==> src/rtl/ram16_arb_pkg.sv <==
// rtl/ram16_arb_pkg.sv - shared state encoding and requester count for the RAM_16 arbiter
package ram16_arb_pkg;

  localparam int NREQ = 2;

  typedef enum logic [1:0] {
    IDLE   = 2'd0,
    ISSUE  = 2'd1,
    RDWAIT = 2'd2
  } state_t;

endpackage

==> src/rtl/rr_arb2.sv <==
// rtl/rr_arb2.sv - two-way round-robin grant: ptr has priority, the other wins if ptr is idle
module rr_arb2 (
  input  logic [1:0] valid,
  input  logic       ptr,
  output logic [1:0] grant
);

  logic other;
  assign other = ~ptr;

  always_comb begin
    grant = 2'b00;
    if (valid[ptr]) begin
      grant[ptr] = 1'b1;
    end else if (valid[other]) begin
      grant[other] = 1'b1;
    end
  end

endmodule

==> src/rtl/ram16_arbiter.sv <==
// rtl/ram16_arbiter.sv - serialises two requesters' read/write commands onto one single-port RAM_16
module ram16_arbiter
  import ram16_arb_pkg::*;
#(
  parameter int Width  = 16,
  parameter int Depth  = 8,
  parameter int ADD_WD = 3
) (
  input  logic                     CLK,
  input  logic                     RST,
  input  logic [NREQ-1:0]          req_valid,
  input  logic [NREQ-1:0]          req_we,
  input  logic [NREQ*ADD_WD-1:0]   req_addr,
  input  logic [NREQ*Width-1:0]    req_wdata,
  output logic [NREQ-1:0]          req_ready,
  output logic [NREQ-1:0]          rsp_valid,
  output logic [Width-1:0]         rsp_rdata,
  output logic                     ram_wr_en,
  output logic                     ram_rd_en,
  output logic [ADD_WD-1:0]        ram_addr,
  output logic [Width-1:0]         ram_wr_data,
  input  logic [Width-1:0]         ram_rd_data
);

  if (Depth != (1 << ADD_WD)) begin : g_depth_check
    $error("ram16_arbiter: Depth must equal 2**ADD_WD");
  end

  state_t              state;
  logic                rr_ptr;
  logic                owner;
  logic                cmd_we;
  logic [1:0]          grant;
  logic                xfer;
  logic                win;
  logic [ADD_WD-1:0]   sel_addr;
  logic [Width-1:0]    sel_wdata;

  rr_arb2 u_rr_arb2 (
    .valid (req_valid),
    .ptr   (rr_ptr),
    .grant (grant)
  );

  // ready is held low while reset is asserted so no command is accepted into a reset edge
  assign req_ready = (state == IDLE && !RST) ? grant : 2'b00;
  assign xfer      = |req_ready;
  assign win       = req_ready[1];
  assign sel_addr  = win ? req_addr[ADD_WD +: ADD_WD] : req_addr[0 +: ADD_WD];
  assign sel_wdata = win ? req_wdata[Width +: Width]  : req_wdata[0 +: Width];

  always_ff @(posedge CLK) begin
    if (RST) begin
      state       <= IDLE;
      rr_ptr      <= 1'b0;
      owner       <= 1'b0;
      cmd_we      <= 1'b0;
      rsp_valid   <= '0;
      rsp_rdata   <= '0;
      ram_wr_en   <= 1'b0;
      ram_rd_en   <= 1'b0;
      ram_addr    <= '0;
      ram_wr_data <= '0;
    end else begin
      rsp_valid <= '0;
      case (state)
        IDLE: begin
          if (xfer) begin
            owner       <= win;
            cmd_we      <= req_we[win];
            ram_wr_en   <= req_we[win];
            ram_rd_en   <= ~req_we[win];
            ram_addr    <= sel_addr;
            ram_wr_data <= sel_wdata;
            rr_ptr      <= ~win;
            state       <= ISSUE;
          end
        end
        ISSUE: begin
          ram_wr_en <= 1'b0;
          ram_rd_en <= 1'b0;
          state     <= cmd_we ? IDLE : RDWAIT;
        end
        RDWAIT: begin
          // RAM read data is registered, so it is valid in the cycle after the RdEn edge
          rsp_rdata        <= ram_rd_data;
          rsp_valid[owner] <= 1'b1;
          state            <= IDLE;
        end
        default: state <= IDLE;
      endcase
    end
  end

endmodule
==> config.mk <==
export PLATFORM = sky130hd
export DESIGN_NAME = ram16_arbiter
export DESIGN_NICKNAME = d
export VERILOG_FILES = /design/src/rtl/ram16_arb_pkg.sv /design/src/rtl/rr_arb2.sv /design/src/rtl/ram16_arbiter.sv
export SDC_FILE = /design/constraint.sdc
export NUM_CORES = 1
export LEC_CHECK = 0
export ABC_AREA = 1
export BUFFER_PORTS_ARGS = -buffer_cell sky130_fd_sc_hd__buf_2
export CORE_UTILIZATION = 45
export CTS_CLUSTER_DIAMETER = 40
export CTS_CLUSTER_SIZE = 24
export DETAILED_ROUTE_END_ITERATION = 10
export GPL_TIMING_DRIVEN = 0
export PLACE_DENSITY_LB_ADDON = 0.12
export SETUP_SLACK_MARGIN = 0.4
export SLEW_MARGIN = 30
export SYNTH_ARGS = -nofsm -noshare
export SYNTH_HDL_FRONTEND = slang
export SYNTH_HIERARCHICAL = 1
export SYNTH_SLANG_ARGS = --single-unit
==> constraint.sdc <==
create_clock -name CLK -period 2 [get_ports CLK]
set_clock_uncertainty 0.05 [all_clocks]
set_input_delay 0.6 -clock CLK [delete_from_list [all_inputs] [get_ports CLK]]
set_output_delay 0.6 -clock CLK [all_outputs]
set_load 0.1 [all_outputs]
==> summary.txt, run 1 <==
Outcome
  • Status: completed

STA
  • Final worst path period need: 1.97 ns
  • Pins Over Slew Limit: 0
  • Worst-Margin Slew: 0.472 ns
  • Final setup viols: 0
  • Hold Violations, Final: 0
  • Max-slew headroom: 0.685
  • Final setup TNS: 0 ns
  • Hold WS: 0.371 ns
  • Setup ws final: 0.0338 ns
  • Peak Freq: 0.509 GHz
  • Unrepaired setup endpoints after global routing: true
  • Fin crit share: 0.983

Synthesis
  • Share of Yosys cell area claimed by the top area cell type: 0.447
  • Synth Flop Type: dfxtp_1
  • Ys async rst share: 0
  • Sequential share of the synthesized area: 0.447
  • Mapped Nets: 336
  • Flop and latch count out of synthesis: 44
  • Synth area leaders: dfxtp_1, nand3_1, inv_1
  • Most frequent cell after synthesis: dfxtp_1
  • Synth cell count leaders: dfxtp_1, inv_1, nand3_1
  • Syn Std Cell Area: 0.00197 sq mm
  • Syn Area/Cell: 7.14 sq um
  • Cell count after synthesis: 276
  • Post-synth top area cell: dfxtp_1
  • Synth warnings: 6
  • Post-synth cell types: 23
  • Post-synth EDFFs: 0

Power
  • PD cells: 833 mW/mm^2
  • Pint: 1.46 mW
  • Leak: 1.46 nW
  • Clock share of power: 0.215
  • Net Switching: 1.03 mW
  • Switching portion of total power: 0.412
  • Worst ir drop on vdd: 0.000506 V
  • Sequential share of power: 0.398
  • Comb pwr share: 0.386

Route
  • DR vias/cell: 4.86
  • Drt pass-1 iters: 4
  • Uppermost routed layer: met4
  • Routed WL: 5.05 mm
  • Vias: 2135
  • Routed len/inst: 11.5 um
  • Routed wl met2: 2.44 mm
  • Initial DRC count: 80
  • WL met3: 246 um
  • # DRC: 0
  • Routed Antenna Nets: 0
  • Post-Route M1 WL: 2.33 mm

Critical path
  • Crit path cell chain: buf_8 > a21oi_4 > nand3_4 > buf_8 > clkinvlp_4 > buf_12
  • Crit Path Class: in2out
  • Cell mode on critical path: buf_8
  • Slowest cell delay on critical path: 0.16 ns
  • Worst EP required: 1.35 ns
  • Startpoint types: input port
  • Buffers & Inverters on Critical Path: 4
  • Crit path capture type: output pin
  • WP data arrival: 1.32 ns
  • Worst-path fanout max: 2
  • Cell family with most CP delay: buffers and inverters
  • Crit path max-delay cell type: a21oi_4

Cells and area
  • Final #Nets: 449
  • Synthesis-to-finish area growth: 51.6%
  • Proportion of layout cells with a drive suffix above 1: 0.357
  • Cell area after layout: 0.00299 sq mm
  • Number of diodes: 0

Job
  • Maxcap violations: 0

GRT
  • First-pass GRT wire length: 7.63 mm
  • GR Overflow Total: 0
  • Initial antenna violation count: 0
  • Total Routing Usage GR: 0.221
  • Vias in the first global route: 1697
  • Largest net degree at the start of global routing: 14

Floorplanning
  • DIE HEIGHT: 68.2 um
  • Die W: 68.2 um
  • Core Region: 0.00412 sq mm
  • Initial Utilization: 0.479
  • Number of cell rows: 23
  • Die area: 0.00465 sq mm
  • Io pins: 101

Clock tree
  • Clock slew at reported path FFs: 0.08 ns
  • CTS H-tree depth: 2
  • Clock latency on the worst-skew pair: 0.29 ns
  • Root Buffer: clkbuf_8
  • Num CTS Buffers: 5
  • # clock sinks: 44
  • CTS tree: done
  • CTS max path bufs: 2

Placement
  • RePlAce Congestion: 0.772
  • PortBufs: 99
  • Placed cell areas: 0.00256 sq mm
  • HPWL after DPL: 3.54 mm
  • Setup WS pre-CTS: -0.396 ns

Hold path
  • Hold Crit Class: reg2reg
flip-flops by register name (all words and copies together), names as in the netlist:
register,count
cmd_we,1
ram_wr_en,1
rr_ptr,1
rsp_rdata,16
rsp_valid,2
state,2
owner,1
ram_rd_en,1
ram_addr,3
ram_wr_data,16
placed cells by master, fill, tap and decap left out, drive strengths merged, types with 2 or more instances in the layout:
cell type	count
nand2	31
clkbuf	15
clkinvlp	3
nand4	20
nand3	39
buf	116
nor2	37
a21oi	21
a21boi	2
o21ai	16
dfxtp	44
nor3	2
inv	39
power by group through the flow:
stage / logic, mW / clock network (mW) / registers [mW]
after floorplan: 0.261 / 0 / 1.42
after global placement: 0.851 / 0 / 0.998
after detailed placement: 0.857 / 0 / 0.998
after CTS: 0.926 / 0.550 / 0.982
after global routing: 1.02 / 0.591 / 1.00
final: 0.962 / 0.536 / 0.992
stage by stage:
stage	power, mW	utilization	cells
after global placement	1.85	0.622	425
final	2.49	0.726	439
after global routing	2.61	0.726	439
after detailed placement	1.86	0.622	425
after CTS	2.46	0.692	439
after floorplan	1.68	-	276
timing repair:
action                                  4_1_cts  5_1_grt
gates resized for setup                      55       44
hold buffers                                  0        0
endpoints found under the setup margin       43       58
buffers inserted                              7        0
pin swaps                                     3        3
final timing paths:
check	slack [ns]	end	cells after the start	startpoint
worst max-delay path	0.03	req_ready[1]	6	req_valid[0]
worst min-delay path	0.37	rsp_valid[0]$_SDFF_PP0_	1	owner$_SDFFE_PP0P_
worst max register to register	0.55	ram_wr_data[4]$_SDFFE_PP0P_	8	rr_ptr$_SDFFE_PP0P_
worst min register to register	0.37	rsp_valid[0]$_SDFF_PP0_	1	owner$_SDFFE_PP0P_
kinds of logic after synthesis:
logic type	synth area share
flip-flops	0.447
AND/OR/NAND/NOR	0.310
AO/OA/AOI/OAI	0.113
buffers and inverters	0.130
cell type report:
type,instances,area (sq um)
inverters,41,161
plain buffers,20,125
multi-input cells,171,850
repair buffers,106,827
clock inverters,2,12.5
fillers,365,1130
clock buffers,5,68.8
well taps,50,62.6
flip-flops and latches,44,882
worst register-to-register path: cells and delay by family, from the launching register on:
| kind | cells | cell delay, ns |
|---|---|---|
| and+or+nand+nor | 3 | 0.29 |
| AOI/OAI and AO/OA | 2 | 0.27 |
| DFF | 1 | 0.34 |
| buffers and inverters | 3 | 0.43 |
per-layer routing:
metal | global-route usage | up-vias
met4 | 0.0625 | 0
li1 | - | 1121
met2 | 0.363 | 68
met1 | 0.283 | 942
met3 | 0.0550 | 4
met5 | 0 | -
No activity file was read; power rests on OpenSTA's default activity.
==> inputs of run 2 (changes only) <==
--- a/config.mk
+++ b/config.mk
@@ -7,7 +7,7 @@
 export LEC_CHECK = 0
 export ABC_AREA = 1
 export BUFFER_PORTS_ARGS = -buffer_cell sky130_fd_sc_hd__buf_2
-export CORE_UTILIZATION = 45
+export CORE_UTILIZATION = 27
 export CTS_CLUSTER_DIAMETER = 40
 export CTS_CLUSTER_SIZE = 24
 export DETAILED_ROUTE_END_ITERATION = 10
==> constraint.sdc (replaced) <==
create_clock -name CLK -period 1.7 [get_ports CLK]
set_clock_uncertainty 0.05 [all_clocks]
set_input_delay 0.51 -clock CLK [delete_from_list [all_inputs] [get_ports CLK]]
set_output_delay 0.51 -clock CLK [all_outputs]
set_load 0.1 [all_outputs]
==> summary.txt, run 2 (same netlist as run 1, synthesis figures left out) <==
Outcome
  • Status: finished, violations left (was completed)
  • Violated checks: setup timing

Critical path
  • Startpoint types: flop (was input port)
  • RR Startpoint: rr_ptr$_SDFFE_PP0P_ (unchanged)
  • Setup crit end: req_ready[0] (was req_ready[1])
  • Crit path capture type: output pin (unchanged)
  • FF-to-FF End: ram_wr_data[7]$_SDFFE_PP0P_ (was ram_wr_data[4]$_SDFFE_PP0P_)
  • Crit Path Class: reg2out (was in2out)
  • Worst Setup SP: rr_ptr$_SDFFE_PP0P_ (was req_valid[0])
  • Reg2reg path depth: 11 (was 8)
  • Worst EP required: 1.14 ns (was 1.35 ns)
  • Setup slack, reg-to-reg: -0.02 ns (was 0.55 ns)
  • WP data arrival: 1.31 ns (was 1.32 ns)
  • Worst-path fanout max: 2 (unchanged)

Route
  • Drt pass-1 iters: 4 (unchanged)
  • Initial DRC count: 76 (was 80)
  • Vias: 2283 (was 2135)
  • DR vias/cell: 4.54 (was 4.86)
  • Routed Antenna Nets: 0 (unchanged)
  • Routed len/inst: 13.2 um (was 11.5 um)
  • # DRC: 0 (unchanged)
  • Routed WL: 6.64 mm (was 5.05 mm)

Cells and area
  • Biggest regs: ram_wr_data (16), rsp_rdata (16), ram_addr (3) (unchanged)
  • Synthesis-to-finish area growth: 101% (was 51.6%)
  • Most frequent cells in the layout: buf_2, buf_12, nor2_1, inv_1, dfxtp_2 (was buf_2, dfxtp_1, buf_6)
  • Proportion of layout cells with a drive suffix above 1: 0.575 (was 0.357)
  • Layout Utilization: 0.573 (was 0.726)
  • Final #Nets: 466 (was 449)
  • Cell area after layout: 0.00396 sq mm (was 0.00299 sq mm)
  • Commonest non-fill, non-tap cell in the layout: buf_2 (unchanged)
  • Number of diodes: 0 (unchanged)

Power
  • Worst ir drop on vdd: 0.000419 V (was 0.000506 V)
  • Leak: 1.75 nW (was 1.46 nW)
  • Power Total: 3.48 mW (was 2.49 mW)
  • PD cells: 878 mW/mm^2 (was 833 mW/mm^2)

Placement
  • HPWL after DPL: 4.22 mm (was 3.54 mm)
  • RePlAce Congestion: 0.769 (was 0.772)
  • Placed cell areas: 0.00267 sq mm (was 0.00256 sq mm)
  • PortBufs: 99 (unchanged)

Clock tree
  • CTS H-tree depth: 2 (unchanged)
  • CTS tree: done (unchanged)
  • # clock sinks: 44 (unchanged)
  • Num CTS Buffers: 5 (unchanged)
  • Root Buffer: clkbuf_8 (unchanged)
  • CTS max path bufs: 2 (unchanged)
  • Clock slew at reported path FFs: 0.08 ns (about the same)
  • CTS Hold Bufs: 0 (unchanged)
  • Clock latency on the worst-skew pair: 0.30 ns (was 0.29 ns)

Job
  • Maxcap violations: 0 (unchanged)

STA
  • Final worst path period need: 1.87 ns
  • Setup ws final: -0.168 ns (was 0.0338 ns)
  • Final setup viols: 7 (was 0)
  • Fin crit share: 1.10
  • Pins Over Slew Limit: 0 (unchanged)
  • Peak Freq: 0.535 GHz
  • Hold Violations, Final: 0 (unchanged)
  • Worst-Margin Slew: 0.717 ns (was 0.472 ns)
  • Unrepaired setup endpoints after global routing: true (unchanged)
  • Max-slew headroom: 0.522 (was 0.685)

Floorplanning
  • Initial Utilization: 0.286 (was 0.479)
  • Die W: 87.5 um (was 68.2 um)
  • Number of cell rows: 30 (was 23)
  • Io pins: 101 (unchanged)
  • Core Region: 0.00691 sq mm (was 0.00412 sq mm)
  • DIE HEIGHT: 87.5 um (was 68.2 um)
  • Die area: 0.00765 sq mm (was 0.00465 sq mm)

Hold path
  • Hold Crit Class: in2reg (was reg2reg)

GRT
  • Total Routing Usage GR: 0.177 (was 0.221)
  • First-pass GRT wire length: 10.4 mm (was 7.63 mm)
  • Largest net degree at the start of global routing: 14 (unchanged)
  • GR Overflow Total: 0 (unchanged)
  • Initial antenna violation count: 0 (unchanged)
  • Vias in the first global route: 2185 (was 1697)
-- run 2: cell count changes in the layout (fill, tap and decap cells not counted), moves of 4 or more --
cell and change:
dfxtp_2 +34, nand3_2 +19, dfxtp_4 +6, nand3_1 -23, nand3_4 +4, buf_12 +41
dfxtp_1 -40, buf_6 -33, a21oi_2 +11, buf_4 +9, a21oi_1 -11
-- run 2: per-stage QoR --
stage               std cells  setup TNS [ns]  setup WS [ns]  hold slack [ns]
detailed placement        471           -2.91         -0.543            0.363
finish                    503          -0.379         -0.168            0.348
floorplan                 276          -0.417         -0.228            0.342
CTS                       495          -0.354         -0.182            0.346
global placement          471           -2.91         -0.541            0.354
global route              503          -0.987         -0.214            0.343
-- run 2: worst min-delay path by stage --
stage / from / depth (start not counted) / slack (ns) / endpoint
6_report: RST / 2 / 0.35 / state[1]$_SDFFE_PP0P_
5_1_grt: RST / 2 / 0.34 / state[1]$_SDFFE_PP0P_
4_1_cts: RST / 2 / 0.35 / state[1]$_SDFFE_PP0P_
3_5_place_dp: cmd_we$_SDFFE_PP0P_ / 1 / 0.36 / state[1]$_SDFFE_PP0P_
3_3_place_gp: cmd_we$_SDFFE_PP0P_ / 1 / 0.35 / state[1]$_SDFFE_PP0P_
2_1_floorplan: owner$_SDFFE_PP0P_ / 1 / 0.34 / rsp_valid[0]$_SDFF_PP0_
-- run 2: what timing repair did --
| item | 4_1_cts | 5_1_grt |
|---|---|---|
| gates resized for setup | 222 | 31 |
| setup endpoints to repair | 76 | 83 |
| endpoints found under the hold margin | 0 | 0 |
| pin swaps | 8 | 7 |
| setup buffers | 14 | 7 |
| cloned | 2 | 1 |
-- run 2: final cells by class --
class,count,area [sq um]
flip-flops and latches,44,947
repair buffers,123,1370
multi-input cells,171,1080
clock buffers,6,72.6
plain buffers,20,175
clock inverters,2,35.0
well taps,96,120
fillers,685,2950
inverters,41,164
-- run 2: metal layers --
layer | global-route usage | vias to the layer above | wire [um]
li1 | - | 1163 | -
met1 | 0.225 | 1047 | 2860
met2 | 0.293 | 66 | 3350
met3 | 0.0360 | 7 | 350
met4 | 0.0641 | 0 | 77
met5 | 0 | - | 0
-- run 2: report_power, final --
part | internal [mW] | switching [mW]
clock network | 0.436 | 0.361
logic | 0.580 | 0.892
registers | 1.12 | 0.0837
-- run 2: critical path: stages, from the launching register on --
cell and delay [ns]:
dfxtp_2 0.33, buf_4 0.14, a21boi_4 0.16, nand3_4 0.10, clkinvlp_4 0.10, buf_12 0.17
